[src/rtl/centroid_update_sequencer_pkg.sv]
// Shared types and constants for the centroid update sequencer.
// Holds the FSM state encoding and the centroid geometry.
package centroid_update_sequencer_pkg;

    localparam int CENTROID_NUM   = 8;
    localparam int CORD_NUM       = 7;
    localparam int DATA_WIDTH_DEF = 91;

    typedef enum logic [2:0] {
        S_IDLE,
        S_CLR,
        S_FEED,
        S_WAIT_RES,
        S_DONE
    } state_e;

endpackage

[src/rtl/centroid_update_sequencer_reg_file.sv]
// Eight-entry centroid register file with an init port and a
// write-back port; the init port wins on an address collision.
module centroid_update_sequencer_reg_file
    import centroid_update_sequencer_pkg::*;
#(
    parameter int dataWidth = DATA_WIDTH_DEF
) (
    input  logic                 clk,
    input  logic                 rst_n,
    input  logic                 init_we,
    input  logic [2:0]           init_addr,
    input  logic [dataWidth-1:0] init_data,
    input  logic                 wb_we,
    input  logic [2:0]           wb_addr,
    input  logic [dataWidth-1:0] wb_data,
    output logic [dataWidth-1:0] regs [CENTROID_NUM]
);

    logic [dataWidth-1:0] mem_q [CENTROID_NUM];
    logic [dataWidth-1:0] mem_d [CENTROID_NUM];

    always_comb begin
        mem_d = mem_q;
        if (wb_we) begin
            mem_d[wb_addr] = wb_data;
        end
        if (init_we) begin
            mem_d[init_addr] = init_data;
        end
    end

    always_ff @(posedge clk) begin
        if (!rst_n) begin
            for (int i = 0; i < CENTROID_NUM; i++) begin
                mem_q[i] <= '0;
            end
        end else begin
            mem_q <= mem_d;
        end
    end

    assign regs = mem_q;

endmodule

[src/rtl/centroid_update_sequencer.sv]
// Sequences one centroid update round: clear the checker, stream
// eight means into it, write results back, then decide convergence.
module centroid_update_sequencer
    import centroid_update_sequencer_pkg::*;
#(
    parameter int dataWidth  = DATA_WIDTH_DEF,
    parameter int iter_width = 8
) (
    input  logic                  clk,
    input  logic                  rst_n,
    input  logic                  start,
    input  logic [iter_width-1:0] max_iter,
    input  logic                  init_we,
    input  logic [2:0]            init_addr,
    input  logic [dataWidth-1:0]  init_data,
    input  logic                  mean_valid,
    input  logic [dataWidth-1:0]  mean_data,
    input  logic                  mean_div0,
    output logic                  mean_ready,
    output logic [dataWidth-1:0]  new_centroid_in,
    output logic [2:0]            cent_num,
    output logic                  divide_by_0,
    output logic                  convergence_reg_en,
    output logic                  convergence_regs_reset_n,
    input  logic                  has_converged,
    input  logic                  converge_res_available,
    input  logic [dataWidth-1:0]  new_centroid_out,
    output logic [dataWidth-1:0]  old_centroid_reg_1,
    output logic [dataWidth-1:0]  old_centroid_reg_2,
    output logic [dataWidth-1:0]  old_centroid_reg_3,
    output logic [dataWidth-1:0]  old_centroid_reg_4,
    output logic [dataWidth-1:0]  old_centroid_reg_5,
    output logic [dataWidth-1:0]  old_centroid_reg_6,
    output logic [dataWidth-1:0]  old_centroid_reg_7,
    output logic [dataWidth-1:0]  old_centroid_reg_8,
    output logic                  round_done,
    output logic                  converged,
    output logic                  algo_done,
    output logic [iter_width-1:0] iter_count
);

    state_e                state_q, state_d;
    logic [2:0]            k_q, k_d;
    logic                  mean_ready_q, mean_ready_d;
    logic [dataWidth-1:0]  cent_in_q, cent_in_d;
    logic [2:0]            cent_num_q, cent_num_d;
    logic                  div0_q, div0_d;
    logic                  en_q, en_d;
    logic                  crst_n_q, crst_n_d;
    logic                  wb_en_q, wb_en_d;
    logic [2:0]            wb_idx_q, wb_idx_d;
    logic                  lat_seen_q, lat_seen_d;
    logic                  lat_val_q, lat_val_d;
    logic                  round_done_q, round_done_d;
    logic                  converged_q, converged_d;
    logic                  algo_done_q, algo_done_d;
    logic [iter_width-1:0] iter_q, iter_d;

    logic                  accept;
    logic                  init_ok;
    logic                  res_conv;
    logic [iter_width-1:0] iter_inc;
    logic [iter_width-1:0] max_eff;
    logic [dataWidth-1:0]  regs [CENTROID_NUM];

    assign accept   = mean_valid && mean_ready_q;
    assign init_ok  = init_we && (state_q == S_IDLE || state_q == S_DONE);
    assign iter_inc = (&iter_q) ? iter_q : iter_q + iter_width'(1);
    assign max_eff  = (max_iter == '0) ? iter_width'(1) : max_iter;
    // The result may arrive on the very edge we exit, before latching.
    assign res_conv = lat_seen_q ? lat_val_q : has_converged;

    always_comb begin
        state_d      = state_q;
        k_d          = k_q;
        cent_in_d    = cent_in_q;
        cent_num_d   = cent_num_q;
        div0_d       = div0_q;
        en_d         = 1'b0;
        wb_en_d      = en_q;
        wb_idx_d     = cent_num_q;
        lat_seen_d   = lat_seen_q;
        lat_val_d    = lat_val_q;
        round_done_d = 1'b0;
        converged_d  = converged_q;
        iter_d       = iter_q;
        unique case (state_q)
            S_IDLE, S_DONE: begin
                if (start) begin
                    state_d    = S_CLR;
                    k_d        = '0;
                    cent_num_d = '0;
                    lat_seen_d = 1'b0;
                    if (state_q == S_DONE) begin
                        iter_d      = '0;
                        converged_d = 1'b0;
                    end
                end
            end
            S_CLR: state_d = S_FEED;
            S_FEED: begin
                if (accept) begin
                    cent_in_d  = mean_data;
                    div0_d     = mean_div0;
                    cent_num_d = k_q;
                    en_d       = 1'b1;
                    k_d        = k_q + 3'd1;
                    if (k_q == 3'd7) begin
                        state_d = S_WAIT_RES;
                    end
                end
            end
            S_WAIT_RES: begin
                if (converge_res_available && !lat_seen_q) begin
                    lat_seen_d = 1'b1;
                    lat_val_d  = has_converged;
                end
                if (converge_res_available && !wb_en_q) begin
                    iter_d       = iter_inc;
                    round_done_d = 1'b1;
                    if (res_conv) begin
                        state_d     = S_DONE;
                        converged_d = 1'b1;
                    end else if (iter_inc >= max_eff) begin
                        state_d     = S_DONE;
                        converged_d = 1'b0;
                    end else begin
                        state_d = S_IDLE;
                    end
                end
            end
            default: state_d = S_IDLE;
        endcase
        mean_ready_d = (state_d == S_FEED);
        algo_done_d  = (state_d == S_DONE);
        crst_n_d     = (state_d != S_CLR);
    end

    always_ff @(posedge clk) begin
        if (!rst_n) begin
            state_q      <= S_IDLE;
            k_q          <= '0;
            mean_ready_q <= 1'b0;
            cent_in_q    <= '0;
            cent_num_q   <= '0;
            div0_q       <= 1'b0;
            en_q         <= 1'b0;
            crst_n_q     <= 1'b0;
            wb_en_q      <= 1'b0;
            wb_idx_q     <= '0;
            lat_seen_q   <= 1'b0;
            lat_val_q    <= 1'b0;
            round_done_q <= 1'b0;
            converged_q  <= 1'b0;
            algo_done_q  <= 1'b0;
            iter_q       <= '0;
        end else begin
            state_q      <= state_d;
            k_q          <= k_d;
            mean_ready_q <= mean_ready_d;
            cent_in_q    <= cent_in_d;
            cent_num_q   <= cent_num_d;
            div0_q       <= div0_d;
            en_q         <= en_d;
            crst_n_q     <= crst_n_d;
            wb_en_q      <= wb_en_d;
            wb_idx_q     <= wb_idx_d;
            lat_seen_q   <= lat_seen_d;
            lat_val_q    <= lat_val_d;
            round_done_q <= round_done_d;
            converged_q  <= converged_d;
            algo_done_q  <= algo_done_d;
            iter_q       <= iter_d;
        end
    end

    centroid_update_sequencer_reg_file #(
        .dataWidth (dataWidth)
    ) u_regs (
        .clk       (clk),
        .rst_n     (rst_n),
        .init_we   (init_ok),
        .init_addr (init_addr),
        .init_data (init_data),
        .wb_we     (wb_en_q),
        .wb_addr   (wb_idx_q),
        .wb_data   (new_centroid_out),
        .regs      (regs)
    );

    assign mean_ready               = mean_ready_q;
    assign new_centroid_in          = cent_in_q;
    assign cent_num                 = cent_num_q;
    assign divide_by_0              = div0_q;
    assign convergence_reg_en       = en_q;
    assign convergence_regs_reset_n = crst_n_q;
    assign round_done               = round_done_q;
    assign converged                = converged_q;
    assign algo_done                = algo_done_q;
    assign iter_count               = iter_q;
    assign old_centroid_reg_1       = regs[0];
    assign old_centroid_reg_2       = regs[1];
    assign old_centroid_reg_3       = regs[2];
    assign old_centroid_reg_4       = regs[3];
    assign old_centroid_reg_5       = regs[4];
    assign old_centroid_reg_6       = regs[5];
    assign old_centroid_reg_7       = regs[6];
    assign old_centroid_reg_8       = regs[7];

endmodule

[config.mk]
export PLATFORM = sky130hd
export DESIGN_NAME = centroid_update_sequencer
export DESIGN_NICKNAME = d
export VERILOG_FILES = /design/src/rtl/centroid_update_sequencer_pkg.sv /design/src/rtl/centroid_update_sequencer_reg_file.sv /design/src/rtl/centroid_update_sequencer.sv
export SDC_FILE = /design/constraint.sdc
export NUM_CORES = 2
export LEC_CHECK = 0
export ABC_CLOCK_PERIOD_IN_PS = 6100
export CORE_AREA = 2 2 441 443
export DETAILED_ROUTE_END_ITERATION = 10
export DIE_AREA = 0 0 443 445
export PLACE_DENSITY = 0.46
export SLEW_MARGIN = 25
export SYNTH_ARGS = -nofsm -noshare
export SYNTH_HDL_FRONTEND = slang
export SYNTH_HIERARCHICAL = 1
export SYNTH_SLANG_ARGS = --single-unit
[constraint.sdc]
create_clock -name clk -period 6.1 [get_ports clk]
set_clock_uncertainty 0.15 [all_clocks]
set_input_delay 1.22 -clock clk [delete_from_list [all_inputs] [get_ports clk]]
set_output_delay 1.22 -clock clk [all_outputs]
set_load 0.02 [all_outputs]
==> results.toml <==
[critical_path]
cpMaxStageDelayCell = "dfxtp_1"
reg2reg_to = "u_regs/regs[524]"
reg2regPathDepth = 5
criticalPathCategory = "reg2reg"
cp.arrival_ns = 4.06
path_common_cell = "buf_4"
cp-start-kind = "register"
r2r_slack_ns = 2.57
cp_data_required_time_ns = 6.63
crit_chain = "nand4bb_4, buf_4, buf_4, nand2_1, a31oi_1"
worstPathMaxFanout = 49
max_stage_delay_ns = 0.91
cp-end-kind = "register"
reg2reg_from = "wb_idx_q[0]"

[layout]
layout-drive-gt1-share_pct = 4.736
design_area_um2 = 52270
area_growth_pct = 46.50
mostFrequentLayoutCells = "nand2_1 (1656), clkdlybuf4s50_1 (1127), dfxtp_1 (849)"
layout_commonest_cell = "nand2_1"
n_fill_cell = 20814
fin_nets = 5809
layout.cells.non_filler = 8135

[grt]
grt_pass1_vias = 36231
antenna_found_initial = 16
grt_usage_pct = 20.26
grt_pass1_wl_um = 289800
grt_overflow_total = 0
grt_max_degree = 183

[power_and_ir_drop]
power_mw = 14.09
ir_drop_mv = 0.1983
powerDensity_nw_per_um2 = 269.5
power_leakage_nw = 16.39

[synthesis]
synth_edf_count = 0
synth_flop_cell = "dfxtp_1"
yosys.area.top_type = "dfxtp_1"
yosysWarnings = 6
syn_inst = 4736
ys_seq_elements = 849
postSynthAreaPerCell_um2 = 7.534
syn-cell-area_um2 = 35680
synth.distinct_cells = 65
async_flop_share_pct = 0
synth_nets = 5039
yosys.area.top_type_share_pct = 47.63
seq_area_frac_synth_pct = 47.63
synth.area.top_cells = "dfxtp_1 (48%), nand2_1 (17%), a31oi_1 (13%), o21ai_0 (10%), clkbuf_1 (3.1%)"

[cts]
clk_latency_ns = 0.75
clk_pin_slew_ns = 0.06
cts_resized = 0
holdBufCountCts = 0
cts_sinks = 849
cts_buffers = 108
cts_setup_buffers = 0
clockBufferDepth = 3
cts_tree = "built"
cts-root-buf = "clkbuf_16"
htree_levels = 3

[route]
postRouteAntennaNets = 0
routedWlPerCell_um = 25.89
vias = 38917
wirelength_um = 210700
dr.pass1.iters = 6
drtIter0Drc = 3674
avgViaCountPerCell = 4.784
drc = 0

[min_path]
hold_start = "new_centroid_in[62]"
hold_path_end = "new_centroid_in[62]"
min_path_type = "reg2reg"
min_path_cells = 2

[job]
maxCapViolCount = 0

[sta]
final.setup.tns_ns = 0
post-route-period-util_pct = 57.80
fin_crit_ns = 3.526
slew_headroom_pct = 25.09
setup_ws_ns = 2.574
finalSetupViolCount = 0
max_freq_ghz = 0.2836
max_slew.worst_pin.slew_ns = 1.124
rsz0062_at_grt = "false"
slew_viol_final = 0
hold_violations = 0

[floorplanning]
rows = 161
dieArea_um2 = 197100
die_h_um = 445
ioPinCount = 1129
start_util_pct = 18.59
coreArea_um2 = 192000
chipWidth_um = 443

[placement]
place_area_um2 = 48580
dp_hpwl_um = 142400
dp_worst_setup_slack_ns = 1.959
gp_congestion = 0.8404
portBuffers = 1128
place_inst = 7921

[run_status]
outcome = "complete, no violations"
==> cell usage after synthesis, drive strengths merged, types with 2 or more instances <==
cell type and n:
or2 3, or4b 2, and4 3, o21a 2, nand4b 8, o22ai 2
mux2 2, dfxtp 849, nor2 5, a21oi 8, a32o 2, nor3b 4
nor4bb 2, nand4bb 6, nand3 7, mux2i 3, and3b 2, clkbuf 290
o21ai 737, buf 244, ha 11, nor3 2, a31oi 734, and4b 3
nor2b 6, nand2 1656, inv 11, nand2b 3, and2 8, nand4 4
a21boi 95
==> registers in the layout (all words and copies together), names as in the netlist <==
| register | count |
|---|---|
| divide_by_0 | 1 |
| new_centroid_in | 91 |
| cent_num | 3 |
| mean_ready | 1 |
| algo_done | 1 |
| iter_count | 8 |
| round_done | 1 |
| wb_idx_q | 3 |
| k_q | 3 |
| converged | 1 |
| convergence_reg_en | 1 |
| lat_seen_q | 1 |
| lat_val_q | 1 |
| state_q | 3 |
| convergence_regs_reset_n | 1 |
| u_regs/regs | 728 |
| wb_en_q | 1 |
==> critical path: cells and delay by family, from the launching register on <==
| family | cells | cell delay, ns |
|---|---|---|
| buf+inv | 2 | 1.19 |
| compound gates | 1 | 0.24 |
| flops | 1 | 0.91 |
| simple gates | 2 | 0.79 |
==> metal layers <==
metal  track usage [%]  vias to the layer above  wire, um
met5                 0                        -         7
met4             12.25                        2     12090
met2             33.66                     1897    100400
met1             23.75                    18822     82480
li1                  -                    17865         -
met3             4.564                      331     15640
==> layout make-up <==
type | instances | area [um^2] | share of cell area [%]
clock buffer | 159 | 3156 | 6.037
inverter | 11 | 41.29 | 0.07899
multi-input combinational | 3342 | 16350 | 31.28
antenna | 14 | 35.03 | 0.06702
tap | 2526 | 3161 | 6.046
timing repair buffer | 1194 | 12060 | 23.06
clock inverter | 40 | 478.0 | 0.9144
sequential | 849 | 17000 | 32.51
==> worst max path at each step <==
| stage | start | end | slack [ns] |
|---|---|---|---|
| floorplan | iter_count[0] | algo_done | 3.35 |
| finish | wb_idx_q[0] | u_regs/regs[524] | 2.57 |
| detailed placement | init_we | u_regs/regs[395] | 1.96 |
| CTS | u_regs/regs[48] | old_centroid_reg_8[48] | 2.52 |
| global route | wb_idx_q[0] | u_regs/regs[526] | 2.47 |
| global placement | init_we | u_regs/regs[319] | 1.67 |
==> cell families (layout without fill, tap and decap cells) <==
| group | after synthesis | count (layout) | share of synthesized area (%) |
|---|---|---|---|
| and+or+nand+nor | 1732 | 1732 | 19.02 |
| AOI/OAI and AO/OA | 1592 | 1592 | 25.76 |
| DFF | 849 | 849 | 47.63 |
| buffers and inverters | 545 | 1404 | 7.003 |
| adders and majority gates | 11 | 11 | 0.3857 |
| muxes | 5 | 5 | 0.1473 |
| xor gates and xnor gates | 2 | 2 | 0.04910 |
| other | 0 | 14 | 0 |
==> stage by stage <==
stage,utilization (%),hold WS [ns]
after detailed placement,25.30,0.2943
after global routing,27.22,0.3158
final,27.23,0.2980
after floorplan,-,0.3065
after global placement,25.26,0.2905
after CTS,27.20,0.3017
==> power by group <==
part	leakage, nW	switching, mW	internal [mW]
Combinational	7.73	0.950	0.610
Clock	1.78	2.84	3.88
Sequential	6.88	0.0934	5.71
Note: power is estimated with default switching activity, not from simulation.
